<file path="src/rtl/csa_ctrl_pkg.sv">
// Shared types and width helpers for the carry-save column accumulator.
// Imported by the controller top level.
package csa_ctrl_pkg;

  typedef enum logic [1:0] {
    IDLE,
    ACCUM,
    RESOLVE,
    DONE
  } state_e;

  function automatic int cnt_width(input int max_ops);
    return $clog2(max_ops + 1);
  endfunction

  function automatic int out_width(input int bit_len, input int max_ops);
    return bit_len + $clog2(max_ops);
  endfunction

endpackage

</file>
<file path="src/rtl/carry_save_adder.sv">
// Combinational 3:2 carry-save adder: per-bit full adders with no carry propagation.
// Cout is returned unshifted; the caller aligns it.
module carry_save_adder #(
  parameter int BIT_LEN = 19
) (
  input  logic [BIT_LEN-1:0] a,
  input  logic [BIT_LEN-1:0] b,
  input  logic [BIT_LEN-1:0] cin,
  output logic [BIT_LEN-1:0] s,
  output logic [BIT_LEN-1:0] cout
);

  assign s    = a ^ b ^ cin;
  assign cout = (a & b) | (a & cin) | (b & cin);

endmodule

</file>
<file path="src/rtl/csa_accum_ctrl.sv">
// Multi-operand accumulator: sums operands in redundant (sum, carry) form through one CSA,
// then resolves to binary by re-running the same CSA with its third input at zero.
module csa_accum_ctrl
  import csa_ctrl_pkg::*;
#(
  parameter  int BIT_LEN = 19,
  parameter  int MAX_OPS = 8,
  localparam int CNT_W   = cnt_width(MAX_OPS),
  localparam int OUT_LEN = out_width(BIT_LEN, MAX_OPS)
) (
  input  logic               clk,
  input  logic               rst_n,
  input  logic               start,
  input  logic [CNT_W-1:0]   num_ops,
  input  logic               op_valid,
  input  logic [BIT_LEN-1:0] op_data,
  output logic               op_ready,
  output logic               res_valid,
  output logic [OUT_LEN-1:0] res_data,
  input  logic               res_ready,
  output logic               busy
);

  localparam int RES_W = $clog2(OUT_LEN + 1);

  state_e             state;
  logic [OUT_LEN-1:0] sum_q;
  logic [OUT_LEN-1:0] carry_q;
  logic [CNT_W-1:0]   cnt_q;
  logic [RES_W-1:0]   res_cyc_q;

  logic [OUT_LEN-1:0] csa_cin;
  logic [OUT_LEN-1:0] csa_s;
  logic [OUT_LEN-1:0] csa_cout;
  logic               accept;

  assign accept  = op_valid && (state == ACCUM);
  assign csa_cin = (state == ACCUM) ? OUT_LEN'(op_data) : '0;

  carry_save_adder #(
    .BIT_LEN(OUT_LEN)
  ) u_csa (
    .a   (sum_q),
    .b   (carry_q),
    .cin (csa_cin),
    .s   (csa_s),
    .cout(csa_cout)
  );

  // NOTE: sequential state uses non-blocking assignments so every register samples pre-edge values.
  always_ff @(posedge clk or negedge rst_n) begin
    if (!rst_n) begin
      state     <= IDLE;
      sum_q     <= '0;
      carry_q   <= '0;
      cnt_q     <= '0;
      res_cyc_q <= '0;
    end else begin
      case (state)
        IDLE: begin
          if (start) begin
            sum_q   <= '0;
            carry_q <= '0;
            cnt_q   <= num_ops;
            state   <= (num_ops == '0) ? DONE : ACCUM;
          end
        end
        ACCUM: begin
          if (accept) begin
            sum_q   <= csa_s;
            // Shift left by one drops the top carry: the total wraps modulo 2^OUT_LEN.
            carry_q <= csa_cout << 1;
            cnt_q   <= cnt_q - CNT_W'(1);
            if (cnt_q == CNT_W'(1)) state <= RESOLVE;
          end
        end
        RESOLVE: begin
          if (carry_q == '0) begin
            state     <= DONE;
            res_cyc_q <= '0;
          end else begin
            sum_q     <= csa_s;
            carry_q   <= csa_cout << 1;
            res_cyc_q <= res_cyc_q + RES_W'(1);
          end
        end
        DONE: begin
          if (res_ready) state <= IDLE;
        end
        default: state <= IDLE;
      endcase
    end
  end

  assign op_ready  = (state == ACCUM);
  assign res_valid = (state == DONE);
  assign res_data  = (state == DONE) ? sum_q : '0;
  assign busy      = (state != IDLE);

  // Each resolve step moves the lowest carry bit up by at least one position.
  a_resolve_bound: assert property (@(posedge clk) disable iff (!rst_n)
    (state == RESOLVE) |-> (res_cyc_q < RES_W'(OUT_LEN)));

  a_num_ops_legal: assert property (@(posedge clk) disable iff (!rst_n)
    (state == IDLE && start) |-> (num_ops <= CNT_W'(MAX_OPS)));

endmodule

</file>
<file path="config.mk">
export PLATFORM = sky130hd
export DESIGN_NAME = csa_accum_ctrl
export DESIGN_NICKNAME = d
export VERILOG_FILES = /design/src/rtl/csa_ctrl_pkg.sv /design/src/rtl/carry_save_adder.sv /design/src/rtl/csa_accum_ctrl.sv
export SDC_FILE = /design/constraint.sdc
export NUM_CORES = 1
export LEC_CHECK = 0
export CORE_MARGIN = 3
export CORE_UTILIZATION = 49
export DETAILED_ROUTE_END_ITERATION = 12
export PLACE_DENSITY = 0.71
export SLEW_MARGIN = 20
export SYNTH_ARGS = -nofsm -noshare
export SYNTH_HDL_FRONTEND = slang
export SYNTH_SLANG_ARGS = --single-unit
</file>
<file path="constraint.sdc">
create_clock -name clk -period 2.6 [get_ports clk]
set_input_delay 0.52 -clock clk [delete_from_list [all_inputs] [get_ports clk]]
set_output_delay 0.52 -clock clk [all_outputs]
set_load 0.05 [all_outputs]
</file>
==> qor.yml, run 1 <==
run_status:
  outcome: "complete, no violations"
synthesis:
  synth-seq-cells: 49
  synth_cell_types: 31
  syn_area_per_cell_um2: 8.87
  synth_top_flop_cell: "dfrtp_1"
  yosys_warnings: 0
  synth-edff-count: 0
  async_flop_share_pct: 100
  synth.cell_area_um2: 3090
  ys_seq_area_share_pct: 39.7
  synth_cells: 348
  synth_nets: 404
timing:
  slew_violations: 0
  finalCritPeriodShare_pct: 93.7
  max_freq_ghz: 0.410
  setup_tns_ns: 0
  skew_ns: 0.00398
  rsz0062_at_grt: "no"
  slew_headroom_pct: 47.3
  setup_violations: 0
  period_needed_ns: 2.44
  tightest_slew_ns: 0.790
  finalHoldViolCount: 0
cells_and_area:
  postLayoutCoreUtil_pct: 65.6
  mostFrequentLayoutCells: "nand2_1, dfrtp_1, inv_1, o21ai_0, nand2b_1"
  multiInputGateArea_um2: 1600
  drive_gt1_share_pct: 10.1
  register_area_um2: 1230
  syn_to_final_growth_pct: 28.1
  nets: 451
  final_common_cell: "nand2_1"
  fill_cells: 498
  antenna_cells: 0
critical_path:
  crit_family: "buffers and inverters"
  cp.required_ns: 2.08
  cp_slowest_cell: "clkdlybuf4s50_1"
  crit_buf_inv: 3
  path_cells: "inv_1 > ha_1 > inv_1 > clkdlybuf4s50_1"
  cp_slowest_stage_delay_ns: 0.80
  crit_fanout: 4
  start_kind: "flip-flop"
  crit_path_end_kind: "output pin"
  cpMostUsedCell: "inv_1"
  arrival_ns: 1.92
  critPathKind: "reg -> out"
floorplanning:
  ioPinCount: 53
  num_rows: 28
  die_h_um: 85.4
  core_um2: 6030
  dieArea_um2: 7290
  floorplan.initialDensity_pct: 51.2
  die_x_um: 85.4
route:
  vias: 2319
  postRouteAntennaNets: 0
  m1WireLength_mm: 2.74
  drt_first_iter_violations: 135
  top_layer: "met4"
  post_drt_wl_per_cell_um: 12.7
  first_pass_iters: 4
  via_per_inst: 4.92
  drc_errors: 0
  dr_wl_met3_um: 223
  met2_length_mm: 3.00
  wl_mm: 5.99
pwr:
  vdd_drop_max_mv: 0.697
  p_per_area_nw_per_um2: 1010
  total_leakage_power_nw: 1.58
  totalPowerFinal_mw: 3.98
worst_hold_path:
  hp-class: "in -> async"
global_route:
  grt-ovfl-total: 0
  antenna_found_initial: 0
  grt_pass1_wl_mm: 10.6
  grt_max_degree: 54
  grt_pass1_vias: 2313
  track_usage_pct: 17.8
cts:
  cts_hold_buf: 0
  clkTransAtPathRegs_ns: 0.09
  h-tree-depth: 2
  numCtsBuffers: 5
  clock_latency_ns: 0.30
  cts_tree: "done"
  cts_root_buffer: "clkbuf_8"
  clock_path_buffers: 2
  postCtsSetupRepairBufs: 0
  cts-resized-gates: 0
  clkSinkCount: 49
place:
  gp_congestion: 0.797
  port_buffers: 52
  dpl.hpwl_mm: 4.36
job:
  cap_violations: 0
==> registers in the layout, summed over array words and instances (netlist names) <==
| name | cells |
|---|---|
| state | 2 |
| sum_q | 22 |
| carry_q | 21 |
| cnt_q | 4 |
==> cells in the mapped netlist, types with 2 or more instances <==
| cell type | n | area [µm²] |
|---|---|---|
| a21oi_1 | 4 | 20.0 |
| and2_1 | 23 | 144 |
| buf_1 | 2 | 7.51 |
| buf_6 | 6 | 67.6 |
| clkbuf_1 | 7 | 26.3 |
| clkbuf_2 | 2 | 10.0 |
| dfrtp_1 | 49 | 1230 |
| fa_1 | 18 | 360 |
| ha_1 | 10 | 125 |
| inv_1 | 41 | 154 |
| mux2i_1 | 3 | 30.0 |
| nand2_1 | 69 | 259 |
| nand2b_1 | 36 | 225 |
| nand3_1 | 4 | 20.0 |
| nand3b_1 | 2 | 15.0 |
| nor2_1 | 4 | 15.0 |
| nor2b_1 | 3 | 18.8 |
| nor3_1 | 4 | 20.0 |
| nor4_1 | 5 | 31.3 |
| o21ai_0 | 41 | 205 |
| o21ai_1 | 4 | 20.0 |
| o22ai_1 | 2 | 12.5 |
==> power by group <==
group / switching [mW] / internal (mW) / leakage, nW / total (mW)
Combinational: 1.55 / 0.895 / 0.880 / 2.44
Sequential: 0.149 / 0.958 / 0.657 / 1.11
Clock: 0.247 / 0.187 / 0.0450 / 0.434
Total: 1.94 / 2.04 / 1.58 / 3.98
==> stage by stage <==
stage          instances  area, µm²  hold WS (ns)  worst slack [ns]
3_5_place_dp         463       3870         0.485             0.485
6_report             471       3960         0.303             0.163
3_3_place_gp         463       3870         0.479             0.526
5_1_grt              471       3960         0.355            0.0751
2_1_floorplan        348       3090         0.224             0.227
4_1_cts              471       3960         0.335             0.146
==> cells by family (layout without fill, tap and decap cells) <==
group	after synthesis	count (layout)	share of synthesized area, %
adders and majority gates	28	28	15.7
DFF	49	49	39.7
muxes	3	3	0.973
AOI/OAI and AO/OA	55	55	9.57
and+or+nand+nor	154	154	25.3
buffers and inverters	59	107	8.76
==> final cells by class <==
type                            count  area share, %
Multi-Input combinational cell    240           40.4
Clock buffer                        6           1.83
Clock inverter                      2          0.253
Timing Repair Buffer               58           20.2
Inverter                           41           3.89
Sequential cell                    49           31.0
Tap cell                           75           2.37
==> worst paths after layout <==
check | start | to | slack, ns | cells past startpoint
max | state[0] | busy | 0.16 | 4
min | rst_n | sum_q[2] | 0.30 | 2
max reg2reg | state[0] | state[1] | 0.55 | 5
min reg2reg | sum_q[13] | sum_q[13] | 0.50 | 2
max in group asynchronous | rst_n | carry_q[15] | 1.87 | 2
min in group clk | sum_q[13] | sum_q[13] | 0.50 | 2
==> layer usage <==
metal,vias up,GRT usage [%]
met1,1099,24.6
met2,33,29.4
met5,-,0
li1,1182,-
met3,5,3.40
met4,0,4.03
(Power assumes the default switching activity.)
==> inputs of run 2 (changes only) <==
--- a/config.mk
+++ b/config.mk
@@ -6,9 +6,9 @@
 export NUM_CORES = 1
 export LEC_CHECK = 0
 export CORE_MARGIN = 3
-export CORE_UTILIZATION = 49
+export CORE_UTILIZATION = 53
 export DETAILED_ROUTE_END_ITERATION = 12
-export PLACE_DENSITY = 0.71
+export PLACE_DENSITY = 0.76
 export SLEW_MARGIN = 20
 export SYNTH_ARGS = -nofsm -noshare
 export SYNTH_HDL_FRONTEND = slang
==> run 2 against run 1 <==
Net effect: sequential share of layout area shrank 0.13 points; largest power group unchanged; clock power up 2%; via count increased by 4.8%; register-to-register slack worse by 0.11 ns; largest cell class unchanged; setup slack improved by 0.0038 ns; critical path depth unchanged; sequential power about the same; fmax rose by 0.16%; die area decreased by 7.0%; non-clock buffer count increased by 1; worst hold slack improved by 0.011 ns; design area increased by 0.41%.
==> qor.yml, run 2 (synthesis results as in run 1) <==
route:
  met2_length_mm: 3.15
  drt_first_iter_violations: 123
  wl_mm: 6.29
  first_pass_iters: 4
  drc_errors: 0
  m1WireLength_mm: 2.79
  post_drt_wl_per_cell_um: 13.4
  top_layer: "met4"
  dr_wl_met3_um: 255
  via_per_inst: 5.18
  vias: 2431
  postRouteAntennaNets: 0
timing:
  period_needed_ns: 2.43
  setup_tns_ns: 0
  tightest_slew_ns: 0.809
  finalCritPeriodShare_pct: 93.6
  finalHoldViolCount: 0
  max_freq_ghz: 0.411
  rsz0062_at_grt: "no"
  setup_violations: 0
  slew_headroom_pct: 46.1
  slew_violations: 0
  skew_ns: 0.00625
floorplanning:
  dieArea_um2: 6780
  num_rows: 27
  floorplan.initialDensity_pct: 55.4
  die_x_um: 82.3
  core_um2: 5570
  ioPinCount: 53
  die_h_um: 82.3
pwr:
  p_int_mw: 2.10
  swShare_pct: 48.6
  switchingPower_mw: 1.99
  combPwrFrac_pct: 62.0
  vdd_drop_max_mv: 0.637
  p_per_area_nw_per_um2: 1030
  pwr-share-clk_pct: 10.8
  total_leakage_power_nw: 1.59
  power_frac_seq_pct: 27.2
cells_and_area:
  syn_to_final_growth_pct: 28.7
  mostFrequentLayoutCells: "nand2_1, dfrtp_1, inv_1, o21ai_0, nand2b_1"
  largest_reg_flops: 22
  nets: 452
  final_common_cell: "nand2_1"
  drive_gt1_share_pct: 10.3
  fin_cells: 469
  antenna_cells: 0
  largest-register: "sum_q"
  reg_top3: "sum_q x22, carry_q x21, cnt_q x4"
global_route:
  grt-ovfl-total: 0
  antenna_found_initial: 0
  track_usage_pct: 20.5
  grt_max_degree: 50
  grt_pass1_vias: 2409
  grt_pass1_wl_mm: 10.7
critical_path:
  arrival_ns: 1.91
  critPathKind: "reg -> out"
  cp.required_ns: 2.08
  crit_fanout: 4
  crit_path_end_kind: "output pin"
  start_kind: "flip-flop"
place:
  port_buffers: 52
  dpl.cell_count: 461
  dpl.hpwl_mm: 4.56
  gp_congestion: 0.782
cts:
  clock_path_buffers: 2
  postCtsSetupRepairBufs: 0
  cts-resized-gates: 0
  clkTransAtPathRegs_ns: 0.09
  clock_latency_ns: 0.30
  numCtsBuffers: 5
  cts_tree: "done"
  cts_hold_buf: 0
  clkSinkCount: 49
  h-tree-depth: 2
  cts_root_buffer: "clkbuf_8"
worst_hold_path:
  hp-class: "in -> async"
job:
  cap_violations: 0
run_status:
  outcome: "complete, no violations"
## run 2: cell count changes in the layout (fill, tap and decap cells not counted)
| cell | change |
|---|---|
| buf_12 | +1 |
## run 2: critical path, cell delays in order, from the launching register on
cell             delay [ns]
dfrtp_1                0.41
inv_1                  0.10
ha_1                   0.24
inv_1                  0.08
clkdlybuf4s50_1        0.79
## run 2: final timing paths
check / from / endpoint / slack (ns) / cells after the start
max: state[0] / busy / 0.17 / 4
min: rst_n / sum_q[15] / 0.31 / 2
max reg2reg: state[0] / state[1] / 0.44 / 5
min reg2reg: sum_q[11] / sum_q[11] / 0.50 / 2
max in group asynchronous: rst_n / sum_q[14] / 1.87 / 2
min in group clk: sum_q[11] / sum_q[11] / 0.50 / 2
## run 2: per-stage QoR
| stage | setup WS [ns] | util, % | instance area, µm² | power [mW] | hold WS, ns |
|---|---|---|---|---|---|
| after floorplan | 0.227 | - | 3090 | 2.97 | 0.224 |
| after global placement | 0.510 | 69.8 | 3890 | 3.57 | 0.479 |
| after detailed placement | 0.449 | 69.8 | 3890 | 3.68 | 0.484 |
| after CTS | 0.165 | 71.2 | 3970 | 4.12 | 0.337 |
| after global routing | 0.0597 | 71.2 | 3970 | 4.45 | 0.374 |
| final | 0.167 | 71.2 | 3970 | 4.09 | 0.314 |
## run 2: area by class of cell
class	instances	area, µm²
well taps	72	90.1
clock buffers	6	72.6
flip-flops and latches	49	1230
multi-input cells	240	1600
inverters	41	154
repair buffers	59	821
fillers	425	1600
clock inverters	2	10.0
## run 2: power by group through the flow
stage | sequential (mW) | combinational (mW) | clock (mW)
global placement | 1.11 | 2.45 | 0
CTS | 1.11 | 2.56 | 0.446
finish | 1.11 | 2.54 | 0.443
global route | 1.13 | 2.84 | 0.477
detailed placement | 1.13 | 2.55 | 0
floorplan | 1.08 | 1.90 | 0
## run 2: metal layers
layer / global-route usage [%] / up-vias
met5: 0 / -
met4: 6.15 / 0
met3: 3.36 / 7
met2: 34.9 / 45
met1: 26.8 / 1197
li1: - / 1182
